`src/rtl/llc_mem_responder_pkg.sv`:
```
// llc_mem_responder_pkg: shared cache constants, line/word/address types and beat address helper
package llc_mem_responder_pkg;
  localparam int ADDR_BITS      = 32;
  localparam int BITS_PER_WORD  = 64;
  localparam int WORDS_PER_LINE = 4;
  localparam int BYTE_BITS      = $clog2(BITS_PER_WORD / 8);
  localparam int WORD_IDX_BITS  = $clog2(WORDS_PER_LINE);
  localparam int OFFSET_BITS    = BYTE_BITS + WORD_IDX_BITS;
  localparam int LINE_ADDR_BITS = ADDR_BITS - OFFSET_BITS;
  localparam int LINE_BITS      = BITS_PER_WORD * WORDS_PER_LINE;
  localparam int CNT_BITS       = WORD_IDX_BITS + 1;
  typedef logic [LINE_BITS-1:0]      line_t;
  typedef logic [BITS_PER_WORD-1:0]  word_t;
  typedef logic [LINE_ADDR_BITS-1:0] line_addr_t;
  typedef logic [1:0]                hprot_t;
  typedef logic [CNT_BITS-1:0]       cnt_t;
  localparam cnt_t CNT_FULL = cnt_t'(WORDS_PER_LINE);
  localparam cnt_t CNT_LAST = cnt_t'(WORDS_PER_LINE - 1);
  function automatic logic [ADDR_BITS-1:0] beat_addr(input line_addr_t a, input logic [WORD_IDX_BITS-1:0] i);
    return {a, i, {BYTE_BITS{1'b0}}};
  endfunction
endpackage

```
`src/rtl/llc_mem_line_asm.sv`:
```
// llc_mem_line_asm: word-indexed line register; wr stores wdata at the next slot, clr rewinds the slot count, full when all words written, line is the assembled line
module llc_mem_line_asm
  import llc_mem_responder_pkg::*;
(
  input  logic  clk,
  input  logic  rst,
  input  logic  wr,
  input  logic  clr,
  input  word_t wdata,
  output line_t line,
  output logic  full
);
  logic [WORDS_PER_LINE-1:0][BITS_PER_WORD-1:0] words;
  cnt_t cnt;
  assign full = cnt == CNT_FULL;
  assign line = words;
  always_ff @(posedge clk) begin
    if (rst) begin
      cnt   <= '0;
      words <= '0;
    end else if (clr) begin
      cnt <= '0;
    end else if (wr && !full) begin
      words[cnt[WORD_IDX_BITS-1:0]] <= wdata;
      cnt <= cnt + cnt_t'(1);
    end
  end
endmodule

```
`src/rtl/llc_mem_responder.sv`:
```
// llc_mem_responder: serialises LLC line requests (llc_mem_req_*) into word beats on the backing port (mem_*), returns read lines on llc_mem_rsp_*, err flags stray read returns
module llc_mem_responder
  import llc_mem_responder_pkg::*;
(
  input  logic                  clk,
  input  logic                  rst,
  input  logic                  llc_mem_req_valid,
  output logic                  llc_mem_req_ready,
  input  logic                  llc_mem_req_hwrite,
  input  logic [2:0]            llc_mem_req_hsize,
  input  hprot_t                llc_mem_req_hprot,
  input  line_addr_t            llc_mem_req_addr,
  input  line_t                 llc_mem_req_line,
  output logic                  llc_mem_rsp_valid,
  input  logic                  llc_mem_rsp_ready,
  output line_t                 llc_mem_rsp_line,
  output logic                  mem_valid,
  input  logic                  mem_ready,
  output logic                  mem_we,
  output logic [ADDR_BITS-1:0]  mem_addr,
  output hprot_t                mem_hprot,
  output word_t                 mem_wdata,
  input  logic                  mem_rvalid,
  input  word_t                 mem_rdata,
  output logic                  err
);
  typedef enum logic [2:0] {IDLE, WRITE, READ, WAIT_RET, RSP} state_t;
  state_t state, state_n;
  cnt_t issue_cnt;
  hprot_t hprot_q;
  line_addr_t addr_q;
  logic [WORDS_PER_LINE-1:0][BITS_PER_WORD-1:0] wline_q;
  logic beat_go, last_beat, ret_ok, full, asm_clr, unused_ok;
  assign beat_go   = mem_valid && mem_ready;
  assign last_beat = beat_go && issue_cnt == CNT_LAST;
  assign ret_ok    = mem_rvalid && (state == READ || state == WAIT_RET) && !full;
  assign asm_clr   = state == WAIT_RET && full;
  assign mem_addr  = beat_addr(addr_q, issue_cnt[WORD_IDX_BITS-1:0]);
  assign mem_wdata = wline_q[issue_cnt[WORD_IDX_BITS-1:0]];
  assign mem_hprot = hprot_q;
  assign unused_ok = ^llc_mem_req_hsize;
  llc_mem_line_asm u_asm (
    .clk   (clk),
    .rst   (rst),
    .wr    (ret_ok),
    .clr   (asm_clr),
    .wdata (mem_rdata),
    .line  (llc_mem_rsp_line),
    .full  (full)
  );
  always_comb begin
    state_n = state;
    case (state)
      IDLE:     state_n = llc_mem_req_valid ? (llc_mem_req_hwrite ? WRITE : READ) : IDLE;
      WRITE:    state_n = last_beat ? IDLE : WRITE;
      READ:     state_n = last_beat ? WAIT_RET : READ;
      WAIT_RET: state_n = full ? RSP : WAIT_RET;
      RSP:      state_n = llc_mem_rsp_ready ? IDLE : RSP;
      default:  state_n = IDLE;
    endcase
    llc_mem_req_ready = !rst && state == IDLE;
    llc_mem_rsp_valid = !rst && state == RSP;
    mem_valid         = !rst && (state == WRITE || state == READ);
    mem_we            = !rst && state == WRITE;
  end
  always_ff @(posedge clk) begin
    if (rst) begin
      state     <= IDLE;
      issue_cnt <= '0;
      hprot_q   <= '0;
      addr_q    <= '0;
      wline_q   <= '0;
      err       <= 1'b0;
    end else begin
      state <= state_n;
      if (llc_mem_req_valid && llc_mem_req_ready) begin
        hprot_q <= llc_mem_req_hprot;
        addr_q  <= llc_mem_req_addr;
        wline_q <= llc_mem_req_line;
      end
      if (beat_go) issue_cnt <= last_beat ? '0 : issue_cnt + cnt_t'(1);
      if (mem_rvalid && !ret_ok) err <= 1'b1;
    end
  end
endmodule

```
`config.mk`:
```
export PLATFORM = sky130hd
export DESIGN_NAME = llc_mem_responder
export DESIGN_NICKNAME = d
export VERILOG_FILES = /design/src/rtl/llc_mem_responder_pkg.sv /design/src/rtl/llc_mem_line_asm.sv /design/src/rtl/llc_mem_responder.sv
export SDC_FILE = /design/constraint.sdc
export NUM_CORES = 1
export LEC_CHECK = 0
export BUFFER_PORTS_ARGS = -buffer_cell sky130_fd_sc_hd__buf_2
export CAP_MARGIN = 25
export CORE_AREA = 2 2 282 284
export DETAILED_ROUTE_END_ITERATION = 6
export DIE_AREA = 0 0 284 286
export PLACE_DENSITY = 0.57
export SLEW_MARGIN = 20
export SYNTH_ARGS = -nofsm -noshare
export SYNTH_HDL_FRONTEND = slang
export SYNTH_HIERARCHICAL = 1
export SYNTH_SLANG_ARGS = --single-unit
```
`constraint.sdc`:
```
create_clock -name clk -period 3.4 [get_ports clk]
set_input_delay 0.68 -clock clk [delete_from_list [all_inputs] [get_ports clk]]
set_output_delay 0.68 -clock clk [all_outputs]
set_load 0.05 [all_outputs]
```
==> results.txt <==
GRT Resource Usage Total - 16.5%
crit end category - primary output
Vias/cell - 4.40
P_sw - 4340 uW
Final HPWL DP - 50.5 mm
Cell Area, Synth - 0.0242 sq mm
Final min period - 3.10 ns
RD Place Congestion - 0.842
hold_buf cts - 0
# DRC - 0
count leader, synth - dfxtp_1
CP Class - register to primary output
number of H-tree levels - 3
RSZ-0062 raised after global routing - no
ranking of synthesized cells by area - dfxtp_1, mux2_4, mux2i_1
Max clock buf depth - 3
Post-CTS Resized - 0
worst r2r src - u_asm/cnt[0]$_SDFFE_PP0P_
initial antenna violation count - 30
nets - 3069
P_leak - 0.0149 uW
core area - 0.0784 sq mm
fin. max-slew vios - 0
Synth Area per Inst - 11.9 sq um
post-route ant nets - 0
reg-to-reg slack, setup - 0.49 ns
layout cells sized above 1 - 44.4%
clk_skew - 0.0237 ns
final hold viol count - 0
maximum VDD drop - 400 uV
Cell Int Power - 12400 uW
clock slew at reported path FFs - 0.06 ns
grt ovf - 0
final hold slack - 0.298 ns
Comb power frac - 13.6%
type of origin of the critical path - register
Post-Route Utilization - 39.6%
Slew headroom - 47.6%
Die X - 284 microns
asr flop ratio synth - 0%
number of synthesized flops with an enable pin - 0
share of the synthesized area in the top cell type - 45.6%
Hold Crit Class - primary input to register
# clock sinks - 551
Tcrit/Tclk final - 91.1%
largest net degree at the start of global routing - 174
worst hold start - llc_mem_req_line[46]
maxcap violations - 0
TritonRoute pass-1 iters - 5
Initial Util - 30.9%
FMAX - 0.323 GHz
number of distinct library cells after synthesis - 42
power density over cell area - 539 mW/mm^2
CP required - 2.72 ns
Rows - 103
CTS tree - built
Skew-Pair Late Insertion Delay - 0.60 ns
CP Launch Point - issue_cnt[0]$_SDFFE_PP0P_
Layout area overhead - 28.4%
Power, Total - 16700 uW
WL/cell - 18.2 microns
root buf cell - clkbuf_16
Most used DFF post-synth - dfxtp_1
Syn Inst Count - 2040
via count - 16800
crit path max fanout - 26
Die Height - 286 microns
Clk pwr share - 44.7%
Worst EP arrival - 2.42 ns
post-synth top area cell - dfxtp_1
slew at the pin closest to its max-slew limit - 0.787 ns
status - completed
YS warnings - 6
flops & latches, synth - 551
Post-synth top cells - dfxtp_1, nor2b_1, nand2b_1
die area - 0.0812 sq mm
Routed WL - 69.5 mm
Flop pwr share - 41.7%
Seq/Total Area, Yosys - 45.6%
final number of setup-violating endpoints - 0
total setup buffers inserted after CTS - 0
first-pass GRT wire length - 105 mm
DRT iter0 DRCs - 678
io pins - 718
vias in the first global route - 17100
CTS buffer count - 67
Port Buf Inserts - 711
fillers - 7755
Switching Share - 26.0%
==> stage by stage <==
| stage | setup TNS [ns] | cells | instance area [sq um] | setup WS (ns) |
|---|---|---|---|---|
| after global placement | 0 | 3685 | 28700 | 0.515 |
| after CTS | 0 | 3806 | 31000 | 0.172 |
| after global routing | 0 | 3810 | 31000 | 0.108 |
| after floorplan | -0.171 | 2042 | 24200 | -0.0853 |
| after detailed placement | 0 | 3685 | 28700 | 0.489 |
| final | 0 | 3813 | 31100 | 0.302 |
==> logic make-up (layout without fill, tap and decap cells) <==
logic type                 after synthesis  in the layout  synth area share, %
other                                    1             10               0.0155
muxes                                  545            545                 31.2
buffers and inverters                  162            876                 4.26
and+or+nand+nor                        699            699                 16.8
adders and majority gates                6              6                0.310
DFF                                    551            551                 45.6
xor gates and xnor gates                 2              2               0.0724
AOI/OAI and AO/OA                       74             74                 1.68
==> area by class of cell <==
type	instances	area, sq um	share of cell area, %
sequential	551	11000	35.5
clock inverter	22	335	1.08
timing repair buffer	750	4140	13.3
tap	1050	1310	4.23
clock buffer	99	2010	6.46
inverter	5	18.8	0.0604
antenna	7	17.5	0.0564
multi-input combinational	1329	12200	39.2
==> critical path, stage by stage, from the launching register on <==
cell and delay, ns:
dfxtp_4 0.70, buf_12 0.33, mux4_2 0.53, buf_2 0.24
==> layout by cell type, fill, tap and decap left out, drive strengths merged, types with 2 or more instances in the layout <==
master / instances
mux2i: 194
clkbuf: 99
nand2b: 257
nor4b: 3
a2111oi: 2
diode: 7
nand2: 133
nor3: 4
dfxtp: 551
nor2: 2
nor2b: 289
nand3: 2
bufinv: 5
conb: 3
clkinv: 10
or3b: 2
mux2: 287
ha: 6
inv: 11
o21ba: 2
buf: 750
mux4: 64
a21oi: 65
==> routing by layer <==
layer	share of wire [%]	global-route usage [%]
met3	8.8	6.56
met4	2.6	5.41
met2	48	27.8
met5	0.37	0
met1	41	19.2
==> power by group through the flow <==
stage | combinational, uW | sequential, uW | clock (uW)
finish | 2280 | 6970 | 7480
global route | 2420 | 7010 | 7970
CTS | 2300 | 6980 | 7700
detailed placement | 2300 | 7110 | 0
global placement | 2280 | 7110 | 0
floorplan | 1520 | 7250 | 0
==> registers in the layout (all words and copies together) (netlist names) <==
signal and cells:
addr_q 27, err 1, issue_cnt 3, mem_hprot 2, state 3, u_asm/cnt 3
u_asm/line 256, wline_q 256
==> final timing paths <==
path	cells after the start	endpoint
setup reg to reg	9	u_asm/line[205]$_SDFFE_PP0P_
setup / recovery	3	mem_wdata[33]
hold / removal	2	wline_q[46]$_SDFFE_PP0P_
hold reg to reg	2	u_asm/line[63]$_SDFFE_PP0P_
Power figures use the tool's default switching activity.
